**src/rtl/tally_pkg.sv**
```systemverilog
// -----------------------------------------------------------------------------
// tally_pkg
// Shared constants, the FSM state type and the checksum helper for the
// tally report transmitter.
//   TALLY_HEADER     first byte of every report frame
//   TALLY_NUM_BYTES  bytes per frame (header, four counts, checksum)
//   tally_state_t    UART sequencing states
//   tally_checksum   8-bit wrapping sum of the four counts
// -----------------------------------------------------------------------------
package tally_pkg;

    localparam logic [7:0] TALLY_HEADER    = 8'hA5;
    localparam int         TALLY_NUM_BYTES = 6;

    typedef enum logic [1:0] {
        IDLE      = 2'd0,
        START_BIT = 2'd1,
        DATA_BIT  = 2'd2,
        STOP_BIT  = 2'd3
    } tally_state_t;

    // The checksum deliberately drops the carry so it always fits in one byte.
    function automatic logic [7:0] tally_checksum(input logic [7:0] a,
                                                  input logic [7:0] b,
                                                  input logic [7:0] c,
                                                  input logic [7:0] d);
        return a + b + c + d;
    endfunction

endpackage

```
**src/rtl/tally_uart_tx_byte.sv**
```systemverilog
// -----------------------------------------------------------------------------
// uart_tx_byte
// Serializes one byte as 8N1 (start bit, 8 data bits LSB first, stop bit).
// Ports:
//   clk    system clock
//   rst    synchronous active-high reset
//   load   accept 'data' this edge (honoured only while ready is high)
//   data   byte to send
//   tx     registered serial line, idle high
//   ready  high while idle and during the final cycle of a stop bit, so a
//          new byte loaded then follows the stop bit with no gap
// -----------------------------------------------------------------------------
module uart_tx_byte
    import tally_pkg::*;
#(
    parameter int CLKS_PER_BIT = 10
) (
    input  logic       clk,
    input  logic       rst,
    input  logic       load,
    input  logic [7:0] data,
    output logic       tx,
    output logic       ready
);

    localparam int TW = $clog2(CLKS_PER_BIT);
    localparam logic [TW-1:0] LAST_TICK = TW'(CLKS_PER_BIT - 1);
    localparam logic [TW-1:0] PRE_LAST  = TW'(CLKS_PER_BIT - 2);

    tally_state_t  state;
    logic [TW-1:0] timer;
    logic [2:0]    bit_idx;
    logic [7:0]    shreg;

    // Bit sequencing. The line value for the next bit is registered on the
    // edge that ends the current bit, so tx never has a combinational path.
    // ready is raised one cycle before the stop bit ends so the caller can
    // chain the next byte straight into a start bit.
    always_ff @(posedge clk) begin
        if (rst) begin
            state   <= IDLE;
            timer   <= '0;
            bit_idx <= '0;
            shreg   <= '0;
            tx      <= 1'b1;
            ready   <= 1'b1;
        end else begin
            case (state)
                IDLE: begin
                    if (load) begin
                        state <= START_BIT;
                        timer <= '0;
                        shreg <= data;
                        tx    <= 1'b0;
                        ready <= 1'b0;
                    end
                end
                START_BIT: begin
                    if (timer == LAST_TICK) begin
                        timer   <= '0;
                        bit_idx <= '0;
                        state   <= DATA_BIT;
                        tx      <= shreg[0];
                    end else begin
                        timer <= timer + 1'b1;
                    end
                end
                DATA_BIT: begin
                    if (timer == LAST_TICK) begin
                        timer <= '0;
                        if (bit_idx == 3'd7) begin
                            state <= STOP_BIT;
                            tx    <= 1'b1;
                        end else begin
                            bit_idx <= bit_idx + 3'd1;
                            tx      <= shreg[1];
                            shreg   <= {1'b0, shreg[7:1]};
                        end
                    end else begin
                        timer <= timer + 1'b1;
                    end
                end
                STOP_BIT: begin
                    if (timer == LAST_TICK) begin
                        timer <= '0;
                        if (load) begin
                            state <= START_BIT;
                            shreg <= data;
                            tx    <= 1'b0;
                            ready <= 1'b0;
                        end else begin
                            state <= IDLE;
                        end
                    end else begin
                        timer <= timer + 1'b1;
                        if (timer == PRE_LAST) begin
                            ready <= 1'b1;
                        end
                    end
                end
                default: begin
                    state <= IDLE;
                    tx    <= 1'b1;
                    ready <= 1'b1;
                end
            endcase
        end
    end

endmodule

```
**src/rtl/tally_uart_tx.sv**
```systemverilog
// -----------------------------------------------------------------------------
// tally_uart_tx
// Sends the four candidate vote counters as one 6-byte UART report:
// A5, cand1..cand4, checksum. Counts are snapshotted when the request is
// accepted so live counting cannot tear the frame.
// Ports:
//   clk, rst            clock and synchronous active-high reset
//   mode                1 = results mode; requests are honoured only then
//   start               single-cycle report request
//   cand1..4_count      live vote counters
//   tx                  UART line (8N1, LSB first, idle high)
//   busy                high while a frame is in progress
//   done                one-cycle pulse after the final stop bit
// -----------------------------------------------------------------------------
module tally_uart_tx
    import tally_pkg::*;
#(
    parameter int CLKS_PER_BIT = 10
) (
    input  logic       clk,
    input  logic       rst,
    input  logic       mode,
    input  logic       start,
    input  logic [7:0] cand1_count,
    input  logic [7:0] cand2_count,
    input  logic [7:0] cand3_count,
    input  logic [7:0] cand4_count,
    output logic       tx,
    output logic       busy,
    output logic       done
);

    localparam logic [2:0] LAST_BYTE = 3'(TALLY_NUM_BYTES - 1);

    logic [7:0] snap1, snap2, snap3, snap4;
    logic [7:0] checksum;
    logic [2:0] byte_idx;
    logic       ser_ready;
    logic       ser_load;
    logic [7:0] ser_data;
    logic       accept;
    logic       advance;
    logic       finish;

    // The serializer's ready is only seen while busy in the last stop-bit
    // cycle, which is exactly when the next byte must be handed over.
    always_comb begin
        accept   = !busy && start && mode && ser_ready;
        advance  = busy && ser_ready && (byte_idx != LAST_BYTE);
        finish   = busy && ser_ready && (byte_idx == LAST_BYTE);
        ser_load = accept || advance;
    end

    // The header goes out on acceptance; afterwards the mux selects the byte
    // following the one currently on the line.
    always_comb begin
        ser_data = TALLY_HEADER;
        if (!accept) begin
            case (byte_idx)
                3'd0:    ser_data = snap1;
                3'd1:    ser_data = snap2;
                3'd2:    ser_data = snap3;
                3'd3:    ser_data = snap4;
                default: ser_data = checksum;
            endcase
        end
    end

    // Frame bookkeeping: snapshot and checksum on acceptance, byte index
    // advance on each chained byte, and the done pulse when the last stop
    // bit finishes.
    always_ff @(posedge clk) begin
        if (rst) begin
            snap1    <= '0;
            snap2    <= '0;
            snap3    <= '0;
            snap4    <= '0;
            checksum <= '0;
            byte_idx <= '0;
            busy     <= 1'b0;
            done     <= 1'b0;
        end else begin
            done <= 1'b0;
            if (accept) begin
                snap1    <= cand1_count;
                snap2    <= cand2_count;
                snap3    <= cand3_count;
                snap4    <= cand4_count;
                checksum <= tally_checksum(cand1_count, cand2_count,
                                           cand3_count, cand4_count);
                byte_idx <= '0;
                busy     <= 1'b1;
            end else if (advance) begin
                byte_idx <= byte_idx + 3'd1;
            end else if (finish) begin
                busy <= 1'b0;
                done <= 1'b1;
            end
        end
    end

    uart_tx_byte #(
        .CLKS_PER_BIT(CLKS_PER_BIT)
    ) u_byte (
        .clk  (clk),
        .rst  (rst),
        .load (ser_load),
        .data (ser_data),
        .tx   (tx),
        .ready(ser_ready)
    );

endmodule
```
**config.mk**
```make
export PLATFORM = sky130hd
export DESIGN_NAME = tally_uart_tx
export DESIGN_NICKNAME = d
export VERILOG_FILES = /design/src/rtl/tally_pkg.sv /design/src/rtl/tally_uart_tx_byte.sv /design/src/rtl/tally_uart_tx.sv
export SDC_FILE = /design/constraint.sdc
export NUM_CORES = 1
export LEC_CHECK = 0
export ABC_CLOCK_PERIOD_IN_PS = 3800
export CORE_MARGIN = 5
export CORE_UTILIZATION = 30
export CTS_CLUSTER_DIAMETER = 150
export DETAILED_ROUTE_END_ITERATION = 10
export PLACE_DENSITY = 0.5
export SYNTH_ARGS = -nofsm -noshare
export SYNTH_HDL_FRONTEND = slang
export SYNTH_SLANG_ARGS = --single-unit
```
**constraint.sdc**
```tcl
create_clock -name clk -period 3.8 [get_ports clk]
set_input_delay 0.57 -clock clk [delete_from_list [all_inputs] [get_ports clk]]
set_output_delay 0.57 -clock clk [all_outputs]
set_load 0.05 [all_outputs]
```
==> results of run 1 <==
Yosys cell counts, drive strengths merged, types with 2 or more instances:
cell type / number / share of area (%)
a211oi: 9 / 2.1
nor3: 4 / 0.57
fa: 14 / 7.9
a21oi: 55 / 7.8
clkbuf: 14 / 1.5
nand2: 86 / 9.1
nor2b: 4 / 0.71
o211ai: 3 / 0.64
o21a: 4 / 0.85
nand2b: 3 / 0.53
inv: 42 / 4.5
a21o: 2 / 0.42
nand4: 3 / 0.53
o311ai: 4 / 0.99
o21bai: 2 / 0.42
dfxtp: 64 / 36
xnor2: 7 / 1.7
a22oi: 12 / 2.5
a221oi: 5 / 1.2
mux2i: 3 / 0.95
a22o: 4 / 0.99
o21ai: 17 / 2.4
clkinv: 2 / 0.21
buf: 10 / 1.5
ha: 18 / 6.4
nand3: 12 / 1.7
nor2: 22 / 2.3
per-stage QoR:
| stage | cells | total power [uW] | setup slack [ns] | util (%) | hold slack, ns |
|---|---|---|---|---|---|
| after floorplan | 438 | 1350 | 0.689 | - | 0.432 |
| after global placement | 602 | 1530 | 0.0761 | 35.1 | 0.443 |
| after detailed placement | 602 | 1540 | 0.0200 | 35.1 | 0.447 |
| after CTS | 617 | 2410 | 0.366 | 37.7 | 0.454 |
| after global routing | 617 | 2540 | 0.200 | 37.7 | 0.469 |
| final | 617 | 2380 | 0.353 | 37.7 | 0.452 |
state kept, by name, summed over array words and instances (netlist names):
name and count:
snap4 8, snap1 8, u_byte.shreg 8, busy 1, u_byte.ready 1, done 1, snap3 8, byte_idx 3
snap2 8, u_byte.bit_idx 3, u_byte.tx 1, checksum 8, u_byte.state 2, u_byte.timer 4
cells by family (layout without fill, tap and decap cells):
logic type,Yosys count,after routing
buffers and inverters,68,104
DFF,64,64
and+or+nand+nor,142,142
adders and majority gates,32,32
AOI/OAI and AO/OA,122,122
muxes,3,3
xor gates and xnor gates,7,7
worst min-delay path, stage by stage (launching register included):
cell and delay (ns):
dfxtp_1 0.30, nand2_1 0.05, a21oi_1 0.05
area by class of cell:
class	instances	area share, %
Inverter	44	3.80
Tap cell	143	4.12
Sequential cell	64	29.5
Multi-Input combinational cell	306	45.8
Clock buffer	11	5.36
Clock inverter	4	1.61
Timing Repair Buffer	45	9.85
where the power goes:
part	switching [uW]	internal [uW]
combinational	405	290
sequential	64.9	760
clock	293	568
final timing paths:
kind,slack (ns),endpoint,startpoint,cells past startpoint
max,0.35,checksum[7],cand1_count[1],13
min,0.45,checksum[4],checksum[4],2
max reg2reg,1.42,u_byte.shreg[2],byte_idx[1],7
min reg2reg,0.45,checksum[4],checksum[4],2
per-layer routing:
| metal | track usage [%] | vias to the layer above | routed length (um) | part of all wire [%] |
|---|---|---|---|---|
| met4 | 4.20 | 0 | 105 | 1.2 |
| met3 | 4.20 | 7 | 458 | 5.3 |
| met2 | 21.2 | 58 | 4060 | 47 |
| li1 | - | 1547 | - | - |
| met5 | 0 | - | 0 | 0 |
| met1 | 16.0 | 1413 | 4000 | 46 |
==> impl_metrics.env, run 1 <==
export IMPL_synth_area_mux_share_pct=0.954
export IMPL_endpoint_kind="register"
export IMPL_synth_edf_count=0
export IMPL_cts_resized=0
export IMPL_rows=39
export IMPL_track_usage_pct=12.9
export IMPL_n_fill_cell=1217
export IMPL_leakage_uw=0.00170
export IMPL_min_path_type="reg -> reg"
export IMPL_multiInputGateArea_um2=1990
export IMPL_cpMaxStageDelayCell="fa_1"
export IMPL_wl_mm=8.63
export IMPL_clockBufferDepth=2
export IMPL_seq_area_um2=1280
export IMPL_boundaryPins=39
export IMPL_antenna_found_initial=0
export IMPL_status="finished, final reports clean"
export IMPL_hold_viol=0
export IMPL_dr_pass1_iters=4
export IMPL_drv_cap=0
export IMPL_h_tree_depth=3
export IMPL_synth_main_ff_cell="dfxtp_1"
export IMPL_io_buffer_count=38
export IMPL_start_util_pct=30.7
export IMPL_route_vias_total=3025
export IMPL_synth_avg_cell_area_um2=8.08
export IMPL_holdBufCountCts=0
export IMPL_critPathKind="in -> reg"
export IMPL_power_density_nw_per_um2=548
export IMPL_yosys_warnings=0
export IMPL_dieWidth_um=119
export IMPL_drt_iter0_markers=187
export IMPL_dp_hpwl_mm=6.14
export IMPL_tritoncts="built"
export IMPL_synth_top_family_by_area="compound AO/OA/AOI/OAI gates"
export IMPL_slowest_delay_ns=0.54
export IMPL_netlist_area_um2=3540
export IMPL_ys_types=46
export IMPL_cp_num_buf_inv=4
export IMPL_fin_worst_skew_ns=0.00572
export IMPL_start_kind="primary input"
export IMPL_synth_fp_nets=506
export IMPL_first_global_vias=2992
export IMPL_synthArstFlopShare_pct=0
export IMPL_drc_errors=0
export IMPL_postCtsSetupBuffers=0
export IMPL_clk_pin_slew_ns=0.06
export IMPL_cts_root_buffer="clkbuf_16"
export IMPL_drt_antenna_violating_nets=0
export IMPL_setup_viol=0
export IMPL_area_delta_synth_final_pct=22.7
export IMPL_grt_overflow=0
export IMPL_cts_buffers=9
export IMPL_peakVddDrop_v=0.000237
export IMPL_routedWlPerCell_um=14.0
export IMPL_netlist_instances=438
export IMPL_synthSimpleGateAreaFrac_pct=17.3
export IMPL_drive_gt1_share_pct=5.49
export IMPL_dieHeight_um=119
export IMPL_final_nets=538
export IMPL_synth_xor_area_share_pct=1.73
export IMPL_slew_viol_final=0
export IMPL_rsz0062_at_grt="no"
export IMPL_required_ns=4.05
export IMPL_place_area_um2=4040
export IMPL_diodes=0
export IMPL_crit_arrival_ns=3.70
export IMPL_synth_seq_cells=64
export IMPL_design_area_um2=4340
export IMPL_max_freq_mhz=290
export IMPL_path_cells="clkdlybuf4s50_1 > inv_1 > fa_1 > inv_1 > fa_1 > ha_1 > inv_1 > fa_1 > nand2b_1 > a21oi_1 > o22ai_1 > xnor2_1 > a211oi_1"
export IMPL_grt_max_degree=60
export IMPL_grt_pass1_wl_mm=14.7
export IMPL_finalCritPeriodShare_pct=90.7
export IMPL_fp_dieArea_um2=14100
export IMPL_relSlewSlack_pct=54.6
export IMPL_layout_commonest_cell="nand2_1"
export IMPL_coreArea_um2=11500
export IMPL_clk_latency_ns=0.33
export IMPL_final_cell_mix="nand2_1 (86), dfxtp_1 (64), a21oi_1 (55)"
export IMPL_period_needed_ns=3.45
export IMPL_synth_compound_area_share_pct=21.8
export IMPL_cts_sinks=64
export IMPL_critPathMaxFanout=3
export IMPL_viasPerCell=4.90
export IMPL_synth_yosys_seq_area_share_pct=36.2
export IMPL_tightest_slew_ns=0.681
export IMPL_fin_tns_setup_ns=0
export IMPL_synthAdderAreaFrac_pct=14.3
export IMPL_place_congestion=0.839
export IMPL_crit_family="adder cells"
No activity file was read; power rests on OpenSTA's default activity.
==> inputs of run 2 (changes only) <==
--- a/constraint.sdc
+++ b/constraint.sdc
@@ -3,2 +3,2 @@
 set_output_delay 0.57 -clock clk [all_outputs]
-set_load 0.05 [all_outputs]
+set_load 0.02 [all_outputs]
==> results of run 2 <==
The final DEF is identical to that of run 1. Status: finished, final reports clean.
Among the figures that moved: total power 2380 uW -> 2370 uW
